===== src/rtl/mem_port_arbiter.sv =====
`default_nettype none
// +--------------------------------------------------------------------------+
// | mem_port_arbiter                                                         |
// | Shares one variable-latency memory port between fetch and execute.       |
// | Revision: 1.0                                                            |
// +--------------------------------------------------------------------------+

`ifndef ADDRESS_SIZE
`define ADDRESS_SIZE 16
`endif
`ifndef DATA_SIZE
`define DATA_SIZE 16
`endif

module mem_port_arbiter #(
    parameter int ADDR_W         = `ADDRESS_SIZE,
    parameter int DATA_W         = `DATA_SIZE,
    parameter int MAX_EXEC_BURST = 4,
    parameter int MEM_TIMEOUT    = 255
) (
    input  logic              clock,
    input  logic              reset,
    input  logic              fetch_req,
    input  logic [ADDR_W-1:0] fetch_address,
    output logic              fetch_valid,
    output logic [DATA_W-1:0] fetch_data,
    input  logic              exec_read,
    input  logic              exec_write,
    input  logic [ADDR_W-1:0] exec_address,
    input  logic [DATA_W-1:0] exec_data_in,
    output logic              exec_valid,
    output logic [DATA_W-1:0] exec_data_out,
    output logic              stall,
    output logic              mem_req,
    output logic              mem_we,
    output logic [ADDR_W-1:0] mem_address,
    output logic [DATA_W-1:0] mem_wdata,
    input  logic              mem_ready,
    input  logic [DATA_W-1:0] mem_rdata,
    output logic              error
);

    localparam logic [3:0] c_MAX_BURST    = 4'(MAX_EXEC_BURST);
    localparam logic [7:0] c_TIMEOUT_LAST = 8'(MEM_TIMEOUT - 1);

    typedef enum logic [1:0] {
        IDLE       = 2'd0,
        BUSY_FETCH = 2'd1,
        BUSY_EXEC  = 2'd2
    } state_t;

    state_t      r_state;
    logic [3:0]  r_burst_cnt;
    logic [7:0]  r_timer;

    logic        w_exec_pending;
    logic        w_fetch_pending;
    logic        w_grant_exec;
    logic        w_grant_fetch;

    // A requester still seeing its own valid pulse holds a stale level request.
    assign w_exec_pending  = (exec_read | exec_write) & ~exec_valid;
    assign w_fetch_pending = fetch_req & ~fetch_valid;

    assign w_grant_exec  = (r_state == IDLE) && w_exec_pending &&
                           (!fetch_req || (r_burst_cnt < c_MAX_BURST));
    assign w_grant_fetch = (r_state == IDLE) && !w_grant_exec && w_fetch_pending;

    assign stall = (exec_read | exec_write) & ~exec_valid;

    always_ff @(posedge clock or negedge reset) begin
        if (!reset) begin
            r_state       <= IDLE;
            r_burst_cnt   <= 4'd0;
            r_timer       <= 8'd0;
            fetch_valid   <= 1'b0;
            fetch_data    <= '0;
            exec_valid    <= 1'b0;
            exec_data_out <= '0;
            mem_req       <= 1'b0;
            mem_we        <= 1'b0;
            mem_address   <= '0;
            mem_wdata     <= '0;
            error         <= 1'b0;
        end else begin
            fetch_valid <= 1'b0;
            exec_valid  <= 1'b0;

            if (exec_read && exec_write) begin
                error <= 1'b1;
            end

            if (!fetch_req) begin
                r_burst_cnt <= 4'd0;
            end else if (w_grant_fetch) begin
                r_burst_cnt <= 4'd0;
            end else if (w_grant_exec && (r_burst_cnt != 4'hF)) begin
                r_burst_cnt <= r_burst_cnt + 4'd1;
            end

            case (r_state)
                IDLE: begin
                    if (w_grant_exec) begin
                        // Read and write together is performed as a write.
                        mem_req     <= 1'b1;
                        mem_we      <= exec_write;
                        mem_address <= exec_address;
                        if (exec_write) begin
                            mem_wdata <= exec_data_in;
                        end
                        r_timer <= 8'd0;
                        r_state <= BUSY_EXEC;
                    end else if (w_grant_fetch) begin
                        mem_req     <= 1'b1;
                        mem_we      <= 1'b0;
                        mem_address <= fetch_address;
                        r_timer     <= 8'd0;
                        r_state     <= BUSY_FETCH;
                    end
                end

                BUSY_FETCH: begin
                    if (mem_ready) begin
                        mem_req     <= 1'b0;
                        fetch_valid <= 1'b1;
                        fetch_data  <= mem_rdata;
                        r_state     <= IDLE;
                    end else if (r_timer == c_TIMEOUT_LAST) begin
                        mem_req     <= 1'b0;
                        fetch_valid <= 1'b1;
                        fetch_data  <= '0;
                        error       <= 1'b1;
                        r_state     <= IDLE;
                    end else begin
                        r_timer <= r_timer + 8'd1;
                    end
                end

                BUSY_EXEC: begin
                    if (mem_ready) begin
                        mem_req    <= 1'b0;
                        exec_valid <= 1'b1;
                        if (!mem_we) begin
                            exec_data_out <= mem_rdata;
                        end
                        r_state <= IDLE;
                    end else if (r_timer == c_TIMEOUT_LAST) begin
                        // An aborted store leaves the load-data register untouched.
                        mem_req    <= 1'b0;
                        exec_valid <= 1'b1;
                        if (!mem_we) begin
                            exec_data_out <= '0;
                        end
                        error   <= 1'b1;
                        r_state <= IDLE;
                    end else begin
                        r_timer <= r_timer + 8'd1;
                    end
                end

                default: begin
                    mem_req <= 1'b0;
                    r_state <= IDLE;
                end
            endcase
        end
    end

endmodule

`default_nettype wire


===== config.mk =====
export PLATFORM = sky130hd
export DESIGN_NAME = mem_port_arbiter
export DESIGN_NICKNAME = d
export VERILOG_FILES = /design/src/rtl/mem_port_arbiter.sv
export SDC_FILE = /design/constraint.sdc
export NUM_CORES = 1
export LEC_CHECK = 0
export CORE_ASPECT_RATIO = 0.5
export CORE_MARGIN = 2
export CORE_UTILIZATION = 35
export CTS_CLUSTER_SIZE = 40
export DETAILED_ROUTE_END_ITERATION = 10
export PLACE_DENSITY = 0.66
export SYNTH_ARGS = -nofsm -noshare
export SYNTH_HDL_FRONTEND = slang
export SYNTH_SLANG_ARGS = --single-unit

===== constraint.sdc =====
create_clock -name clock -period 2.75 [get_ports clock]
set_input_delay 0.55 -clock clock [delete_from_list [all_inputs] [get_ports clock]]
set_output_delay 0.55 -clock clock [all_outputs]
set_load 0.1 [all_outputs]

==> impl_metrics.env <==
export IMPL_status="finished, final reports clean"
export IMPL_critPathRequiredTime_ns=2.20
export IMPL_yosys_area_top_type_share=0.565
export IMPL_cap_violations=0
export IMPL_core_um2=10200
export IMPL_track_usage=0.167
export IMPL_ys_seq_elements=83
export IMPL_drcViolationCount=0
export IMPL_antenna_left=0
export IMPL_slew_headroom=0.534
export IMPL_wire_per_inst_um=16.4
export IMPL_synth_cell_types=46
export IMPL_fill_cells=917
export IMPL_post_route_period_util=0.862
export IMPL_ys_dominant_reg_cell="dfrtp_1"
export IMPL_cts_tree="built"
export IMPL_syn_area_um2=3670
export IMPL_tightest_slew_ns=0.697
export IMPL_viasPerCell=4.93
export IMPL_cts_resized=0
export IMPL_ys_async_sr_fraction=1.00
export IMPL_syn_inst=270
export IMPL_grt_overflow_total=0
export IMPL_setup_viol=0
export IMPL_fp_dieW_um=149
export IMPL_netlist_top_cells_area="dfrtp_1 57%, mux2_2 12%, a22o_1 7.9%, mux2_4 3.3%, ha_1 2.0%"
export IMPL_first_global_vias=2864
export IMPL_antenna_cells=0
export IMPL_report_final_hold_viol_count=0
export IMPL_slew_viol_final=0
export IMPL_fin_hold_ws_ns=0.227
export IMPL_drive_above_1_share=0.356
export IMPL_r2r_start="r_state[0]"
export IMPL_max_freq_ghz=0.422
export IMPL_crit_type="in2out"
export IMPL_cts_sinks=83
export IMPL_dpl_cell_count=540
export IMPL_die_area_um2=11400
export IMPL_cp_max_fo=6
export IMPL_num_rows=26
export IMPL_yosysWarningCount=0
export IMPL_grt_pass1_wl_um=14900
export IMPL_synth_area_leader_cell="dfrtp_1"
export IMPL_grt_max_degree=50
export IMPL_synth_edff_count=0
export IMPL_synthToLayoutAreaGrowth_pct=45.0
export IMPL_initial_core_util=0.360
export IMPL_antenna_found_initial=0
export IMPL_first_pass_iters=4
export IMPL_syn_avg_cell_area_um2=13.6
export IMPL_final_cells=556
export IMPL_fin_skew_ns=0.00484
export IMPL_routed_wl_um=9110
export IMPL_clk_pin_slew_ns=0.06
export IMPL_globalplace_congestion=0.772
export IMPL_worstSkewPairLatency_ns=0.33
export IMPL_synth_nets=346
export IMPL_hold_buffers=0
export IMPL_die_height_um=76.5
export IMPL_start_kind="primary input"
export IMPL_worst_setup_path_end_kind="output pin"
export IMPL_cts_buffers=9
export IMPL_drt_iter0_drc=144
export IMPL_cts_root_buf="clkbuf_16"
export IMPL_crit_start="exec_write"
export IMPL_vias=2739
export IMPL_arrival_ns=1.82
export IMPL_fin_tns_setup_ns=0
export IMPL_dp_hpwl_um=6610
export IMPL_io_buffers=139
export IMPL_period_needed_ns=2.37
export IMPL_cts_setup_buffers=0
export IMPL_ios=140
export IMPL_h_tree_depth=3
export IMPL_num_nets_final=487
export IMPL_hold_class="in2async"
export IMPL_grt_setup_unrepaired="false"
export IMPL_cts_path_max_buffers=2
export IMPL_ys_seq_area_frac=0.565
[cells in the mapped netlist (2+ instances only)]
cell type and n:
dfrtp_1 83, mux2_2 39, a22o_1 33, mux2_4 8, a21o_1 7, a21oi_1 7, inv_1 7, ha_1 6
nand2_1 5, nand3_1 5, nor2_1 5, o21ai_0 5, a211o_1 4, buf_6 4, clkbuf_1 4, buf_2 3
nand4_1 3, nor3_1 3, o211a_1 3, and2_1 2, and3_1 2, buf_1 2, nand2b_1 2, nor4_1 2
nor4b_1 2, o21ai_4 2, o31ai_1 2, or2_2 2
[routing by layer]
| metal | part of all wire | routed length (µm) | vias to the layer above | GRT usage |
|---|---|---|---|---|
| met2 | 0.53 | 4790 | 69 | 0.294 |
| met4 | 0.0087 | 79 | 0 | 0.0390 |
| met5 | 0 | 0 | - | 0 |
| met1 | 0.42 | 3780 | 1379 | 0.200 |
| met3 | 0.050 | 453 | 7 | 0.0509 |
| li1 | - | - | 1284 | - |
[layout by cell type, fill, tap and decap left out, drive strengths merged, types with 2 or more instances in the layout]
| cell type | instances |
|---|---|
| nor3 | 3 |
| a21oi | 7 |
| o21ai | 7 |
| and3 | 2 |
| nand2b | 2 |
| o211a | 3 |
| and2 | 3 |
| clkbuf | 10 |
| ha | 6 |
| nor4b | 2 |
| nor4 | 2 |
| inv | 7 |
| nor2 | 5 |
| clkdlybuf4s50 | 68 |
| a21o | 7 |
| dfrtp | 83 |
| nand2 | 6 |
| o31ai | 2 |
| or2 | 2 |
| mux2 | 48 |
| clkinvlp | 4 |
| nand4 | 3 |
| buf | 77 |
| nand3 | 6 |
| a211o | 4 |
| a22o | 33 |
[sequential cells by signal, summed over array words and instances (netlist names), 2 cells and up]
signal and cells:
r_state 2, mem_address 16, r_burst_cnt 4, fetch_data 16, mem_wdata 16, exec_data_out 16
r_timer 8
[path summary, 6_finish.rpt]
kind                       slack (ns)  depth (start not counted)             to
max                              0.38                          4          stall
min                              0.23                          1     r_timer[1]
max reg2reg                      0.62                          6     r_timer[5]
min reg2reg                      0.51                          1  mem_wdata[11]
max in group asynchronous        1.82                          2     r_state[1]
min in group clock               0.51                          1  mem_wdata[11]
[critical path: stages]
cell	delay, ns
clkdlybuf4s50_1	0.58
o21ba_1	0.34
buf_4	0.18
buf_12	0.16
[final cells by class]
type | instances | area (µm²) | share of cell area
Clock buffer | 10 | 239 | 0.0448
Tap cell | 140 | 175 | 0.0329
Sequential cell | 83 | 2080 | 0.390
Inverter | 7 | 26.3 | 0.00493
Multi-Input combinational cell | 165 | 1480 | 0.277
Clock inverter | 6 | 65.1 | 0.0122
Timing Repair Buffer | 145 | 1270 | 0.238
[per-stage QoR]
| step | cell area, µm² | utilization | worst slack (ns) |
|---|---|---|---|
| 6_report | 5330 | 0.522 | 0.380 |
| 5_1_grt | 5330 | 0.522 | 0.308 |
| 4_1_cts | 5330 | 0.522 | 0.364 |
| 3_5_place_dp | 5030 | 0.492 | 0.141 |
| 3_3_place_gp | 5030 | 0.492 | 0.240 |
| 2_1_floorplan | 3670 | - | 0.375 |
[kinds of logic (layout without fill, tap and decap cells)]
group | count (synthesis) | in the layout | synth area share
AOI/OAI and AO/OA | 69 | 69 | 0.155
xor gates and xnor gates | 1 | 1 | 0.00238
adders and majority gates | 6 | 6 | 0.0204
buffers and inverters | 22 | 168 | 0.0330
DFF | 83 | 83 | 0.565
muxes | 48 | 48 | 0.155
and+or+nand+nor | 41 | 41 | 0.0688
Power is not shown: default switching activity piles up to over one toggle a cycle in this logic, so the estimate is an artifact.
